==> config.mk <==
export PLATFORM = sky130hd
export DESIGN_NAME = hazard_stall_unit
export DESIGN_NICKNAME = d
export VERILOG_FILES = /design/src/rtl/hazard_stall_unit_pkg.sv /design/src/rtl/hazard_stall_unit_tag_pipe.sv /design/src/rtl/hazard_stall_unit.sv
export SDC_FILE = /design/constraint.sdc
export NUM_CORES = 1
export LEC_CHECK = 0
export CORE_MARGIN = 8
export CORE_UTILIZATION = 34
export CTS_CLUSTER_SIZE = 8
export DETAILED_ROUTE_END_ITERATION = 12
export MAX_ROUTING_LAYER = met4
export PLACE_DENSITY = 0.85
export SYNTH_ARGS = -nofsm -noshare
export SYNTH_HDL_FRONTEND = slang
export SYNTH_SLANG_ARGS = --single-unit
==> constraint.sdc <==
create_clock -name clk -period 2.25 [get_ports clk]
set_input_delay 0.675 -clock clk [delete_from_list [all_inputs] [get_ports clk]]
set_output_delay 0.675 -clock clk [all_outputs]
set_load 0.02 [all_outputs]
==> src/rtl/hazard_stall_unit_pkg.sv <==
// Shared types for the hazard/stall unit: FSM state encoding, per-stage
// destination tag record, counter widths and the load-use match helper.
package hazard_stall_unit_pkg;

    typedef enum logic [1:0] {
        RUN   = 2'b00,
        STALL = 2'b01,
        FLUSH = 2'b10
    } hz_state_t;

    typedef struct packed {
        logic [4:0] rd;
        logic       reg_write;
        logic       mem_read;
    } stage_tag_t;

    localparam int unsigned STALL_COUNT_W = 16;
    localparam int unsigned BUBBLE_CNT_W  = 2;

    // A load in ID/EX feeds a source the decode instruction actually reads; x0 never hazards.
    function automatic logic load_use_hit(input stage_tag_t t,
                                          input logic [4:0] rs1,
                                          input logic [4:0] rs2,
                                          input logic       uses_rs1,
                                          input logic       uses_rs2);
        return t.mem_read && (t.rd != 5'd0) &&
               (((t.rd == rs1) && uses_rs1) || ((t.rd == rs2) && uses_rs2));
    endfunction

endpackage

==> src/rtl/hazard_stall_unit_tag_pipe.sv <==
// Three-stage destination tag shift register (ID/EX -> EX/MEM -> MEM/WB).
// en=0 freezes every stage; clr injects an all-zero tag into ID/EX.
module tag_pipe
    import hazard_stall_unit_pkg::*;
(
    input  logic       clk,
    input  logic       reset,
    input  logic       en,
    input  logic       clr,
    input  stage_tag_t in_tag,
    output stage_tag_t id_ex,
    output stage_tag_t ex_mem,
    output stage_tag_t mem_wb
);

    // Shift tags one stage per enabled cycle; async reset empties the pipe.
    always_ff @(posedge clk or posedge reset) begin
        if (reset) begin
            id_ex  <= '0;
            ex_mem <= '0;
            mem_wb <= '0;
        end else if (en) begin
            id_ex  <= clr ? '0 : in_tag;
            ex_mem <= id_ex;
            mem_wb <= ex_mem;
        end
    end

endmodule

==> src/rtl/hazard_stall_unit.sv <==
// Pipeline hazard/stall controller: load-use stall FSM, branch flush and
// memory hold, plus the registered destination tags per stage.
// Optional macro HAZARD_STALL_COUNT_EN enables the saturating bubble counter.
module hazard_stall_unit
    import hazard_stall_unit_pkg::*;
#(
    parameter int unsigned LOAD_USE_STALLS = 1
) (
    input  logic        clk,
    input  logic        reset,
    input  logic [4:0]  IF_ID__Rs1,
    input  logic [4:0]  IF_ID__Rs2,
    input  logic        IF_ID__Uses_Rs1,
    input  logic        IF_ID__Uses_Rs2,
    input  logic [4:0]  ID_Rd,
    input  logic        ID_RegWrite,
    input  logic        ID_MemRead,
    input  logic        Branch_Taken,
    input  logic        Hold,
    output logic        PC_Write,
    output logic        IF_ID_Write,
    output logic        ID_EX_Bubble,
    output logic        Flush,
    output logic [4:0]  ID_EX__Rd,
    output logic [4:0]  EX_MEM__Rd,
    output logic [4:0]  MEM_WB__Rd,
    output logic        ID_EX__MemRead,
    output logic        EX_MEM__RegWrite,
    output logic        MEM_WB__RegWrite,
    output logic [15:0] Stall_Count
);

    hz_state_t                 state, state_n;
    logic [BUBBLE_CNT_W-1:0]   cnt, cnt_n;
    stage_tag_t                t_id_ex, t_ex_mem, t_mem_wb;
    logic                      load_use;

    tag_pipe u_tag_pipe (
        .clk    (clk),
        .reset  (reset),
        .en     (!Hold),
        .clr    (ID_EX_Bubble | Flush),
        .in_tag ('{rd: ID_Rd, reg_write: ID_RegWrite, mem_read: ID_MemRead}),
        .id_ex  (t_id_ex),
        .ex_mem (t_ex_mem),
        .mem_wb (t_mem_wb)
    );

    assign ID_EX__Rd        = t_id_ex.rd;
    assign EX_MEM__Rd       = t_ex_mem.rd;
    assign MEM_WB__Rd       = t_mem_wb.rd;
    assign ID_EX__MemRead   = t_id_ex.mem_read;
    assign EX_MEM__RegWrite = t_ex_mem.reg_write;
    assign MEM_WB__RegWrite = t_mem_wb.reg_write;

    assign load_use = load_use_hit(t_id_ex, IF_ID__Rs1, IF_ID__Rs2,
                                   IF_ID__Uses_Rs1, IF_ID__Uses_Rs2);

    // FSM state and remaining-bubble counter; Hold keeps both frozen.
    always_ff @(posedge clk or posedge reset) begin
        if (reset) begin
            state <= RUN;
            cnt   <= '0;
        end else begin
            state <= state_n;
            cnt   <= cnt_n;
        end
    end

    // Priority Hold > Branch_Taken > stall/load-use > normal flow.
    always_comb begin
        PC_Write     = 1'b1;
        IF_ID_Write  = 1'b1;
        ID_EX_Bubble = 1'b0;
        Flush        = 1'b0;
        state_n      = state;
        cnt_n        = cnt;
        if (Hold) begin
            PC_Write    = 1'b0;
            IF_ID_Write = 1'b0;
        end else if (Branch_Taken) begin
            Flush   = 1'b1;
            state_n = FLUSH;
            cnt_n   = '0;
        end else begin
            unique case (state)
                STALL: begin
                    PC_Write     = 1'b0;
                    IF_ID_Write  = 1'b0;
                    ID_EX_Bubble = 1'b1;
                    cnt_n        = cnt - 1'b1;
                    if (cnt <= 1) begin
                        state_n = RUN;
                        cnt_n   = '0;
                    end
                end
                default: begin
                    state_n = RUN;
                    if (load_use) begin
                        PC_Write     = 1'b0;
                        IF_ID_Write  = 1'b0;
                        ID_EX_Bubble = 1'b1;
                        cnt_n        = BUBBLE_CNT_W'(LOAD_USE_STALLS - 1);
                        if (LOAD_USE_STALLS > 1) state_n = STALL;
                    end
                end
            endcase
        end
    end

`ifdef HAZARD_STALL_COUNT_EN
    logic [STALL_COUNT_W-1:0] stall_count_q;

    // Saturating count of bubble cycles.
    always_ff @(posedge clk or posedge reset) begin
        if (reset) begin
            stall_count_q <= '0;
        end else if (ID_EX_Bubble && (stall_count_q != '1)) begin
            stall_count_q <= stall_count_q + 1'b1;
        end
    end

    assign Stall_Count = stall_count_q;
`else
    assign Stall_Count = '0;
`endif

endmodule

==> impl_metrics.yaml <==
layout:
  synthToLayoutAreaGrowth_pct: 45.8
  drive_gt1_share_pct: 23.5
  final_common_cell: "clkdlybuf4s50_1"
  num_antenna_cells: 0
  final_cells: 197
  fin_nets: 177
  fin_area_mm2: 0.00160
  final_util_pct: 52.3
  layout_common_cells: "clkdlybuf4s50_1, dfrtp_1, conb_1, buf_4"
floorplan:
  die-area_mm2: 0.00530
  die-width_um: 72.8
  rows: 20
  ioPinCount: 61
  die_h_um: 72.8
  core_area_mm2: 0.00305
  start_util_pct: 35.9
placement:
  gp_congestion: 0.712
  port-buffer-count: 44
  dp_cells: 191
  placed_area_mm2: 0.00157
  detailed_place_hpwl_um: 2230
drt:
  drc: 0
  vias: 874
  final_antenna_net_count: 0
  drtIter0Drc: 27
  drt_wl_total_um: 2760
  dr.pass1.iters: 4
  wire_per_inst_um: 14.0
  avgViaCountPerCell: 4.44
worst_setup_path:
  crit_type: "reg2out"
  reg2reg_from: "u_tag_pipe.id_ex[2]$_DFFE_PP0N_"
  startpoint: "u_tag_pipe.id_ex[2]$_DFFE_PP0N_"
  cp_max_fo: 2
  crit_arrival_ps: 1800
  critPathLaunchType: "flip-flop"
  reg2reg_depth: 5
  setup.worst_path.end: "ID_EX_Bubble"
  cp-end-kind: "output port"
  r2r_setup_slack_ps: 700
  required_ps: 1570
  r2r_end: "u_tag_pipe.id_ex[3]$_DFFE_PP0N_"
timing:
  setup_viol: 3
  rsz0062_at_grt: "yes"
  skew_ps: 5.19
  setup_tns_ps: -592
  drv_slew: 0
  hold_viol: 0
  max_freq_ghz: 0.404
  setup_ws_ps: -226
  period_needed_ps: 2480
  period_share_pct: 110
global_routing:
  grt_max_degree: 21
  overflow: 0
  track_usage_pct: 10.9
  antenna_found_initial: 0
  grt_pass1_vias: 914
  grt_pass1_wl_um: 4420
yosys:
  synth_edf_count: 0
  yosys_register_bits: 19
  ys_seq_area_share_pct: 43.4
  synthArstFlopShare_pct: 100
  syn_area_mm2: 0.00110
  ys_warn_count: 0
  ys.flop_type: "dfrtp_1"
  synth_area_leader_cell: "dfrtp_1"
  synth_top_cell_area_share_pct: 43.4
  synth_cells: 101
  synth_area_leaders: "dfrtp_1, buf_4, xnor2_1"
  avgSynthCellArea_um2: 10.9
  synth_cell_types: 22
clocking:
  clk_latency_ps: 310
  htree_levels: 1
  cts_made_buffers: 3
  tritoncts: "done"
  cts_root_buffer: "clkbuf_4"
  cts_sinks: 19
  clkTransAtPathRegs_ps: 120
  ctsHoldBuffers: 0
  ctsLongestPathBuffers: 2
power_and_ir_drop:
  power_density_mw_per_mm2: 680
  p_leak_uw: 0.000706
  ir_drop_mv: 0.275
run_status:
  outcome: "complete, but fails checks"
  failed_checks: "setup timing"
job:
  maxCapViolations: 0
min_path:
  hold_path.class: "reg2reg"
-- how the worst min path moves through the flow --
| stage | end | start | depth (start not counted) | slack, ps |
|---|---|---|---|---|
| after floorplan | u_tag_pipe.id_ex[1]$_DFFE_PP0N_ | u_tag_pipe.id_ex[1]$_DFFE_PP0N_ | 2 | 460 |
| after global placement | u_tag_pipe.mem_wb[2]$_DFFE_PP0N_ | u_tag_pipe.mem_wb[2]$_DFFE_PP0N_ | 1 | 470 |
| after detailed placement | u_tag_pipe.mem_wb[2]$_DFFE_PP0N_ | u_tag_pipe.mem_wb[2]$_DFFE_PP0N_ | 1 | 490 |
| after CTS | u_tag_pipe.mem_wb[2]$_DFFE_PP0N_ | u_tag_pipe.mem_wb[2]$_DFFE_PP0N_ | 1 | 520 |
| after global routing | u_tag_pipe.mem_wb[2]$_DFFE_PP0N_ | u_tag_pipe.mem_wb[2]$_DFFE_PP0N_ | 1 | 530 |
| final | u_tag_pipe.mem_wb[5]$_DFFE_PP0N_ | u_tag_pipe.mem_wb[5]$_DFFE_PP0N_ | 1 | 510 |
-- cell usage after synthesis, types with 2 or more instances --
library cell / number
a32oi_1: 7
buf_4: 22
mux2_1: 7
o21ai_1: 7
mux2_2: 5
nand4_1: 2
nand2_1: 9
dfrtp_1: 19
xnor2_1: 10
-- routing by layer --
layer / GRT usage [%] / wire [um]
met5: - / 0
met4: 4.00 / 45
met3: 3.85 / 206
met2: 18.6 / 1380
met1: 11.4 / 1130
-- where the power goes --
part / internal (uW) / total, uW / switching [uW]
clock network: 67.8 / 185 / 118
logic: 233 / 458 / 225
registers: 402 / 443 / 41.6
-- sequential cells by signal, summed over array words and instances (netlist names) --
signal and count:
u_tag_pipe.id_ex 7, u_tag_pipe.mem_wb 6, u_tag_pipe.ex_mem 6
-- cell type report --
class / instances / area, um2
Clock buffer: 3 / 22.5
Fill cell: 303 / 1460
Multi-Input combinational cell: 71 / 514
Tap cell: 44 / 55.1
Sequential cell: 19 / 477
Clock inverter: 1 / 7.51
Timing Repair Buffer: 58 / 518
Inverter: 1 / 3.75
-- metrics by stage --
| stage | power [uW] | setup WS (ps) | hold WS, ps |
|---|---|---|---|
| 6_report | 1090 | -226 | 507 |
| 5_1_grt | 1150 | -283 | 535 |
| 4_1_cts | 1090 | -232 | 516 |
| 3_5_place_dp | 912 | -875 | 490 |
| 3_3_place_gp | 896 | -844 | 472 |
| 2_1_floorplan | 716 | -65.2 | 459 |
-- logic make-up after synthesis --
group                  synth area share (%)
AO/OA/AOI/OAI                          11.9
other                                 0.342
AND/OR/NAND/NOR                        7.53
XOR/XNOR                               7.99
flip-flops                             43.4
multiplexers                           12.3
buffers and inverters                  16.6
-- worst max-delay path: stages (launching register included) --
cell and delay [ps]:
dfrtp_1 400, or4_4 550, o21ai_4 150, nor2_2 70
and3b_1 170, buf_2 160
-- timing repair --
item	in CTS	in global routing
gates resized for setup	36	4
endpoints found under the setup margin	4	5
pin swaps	13	3
gates cloned	0	0
buffers inserted	1	1
endpoints found under the hold margin	0	0
(Power assumes the default switching activity.)
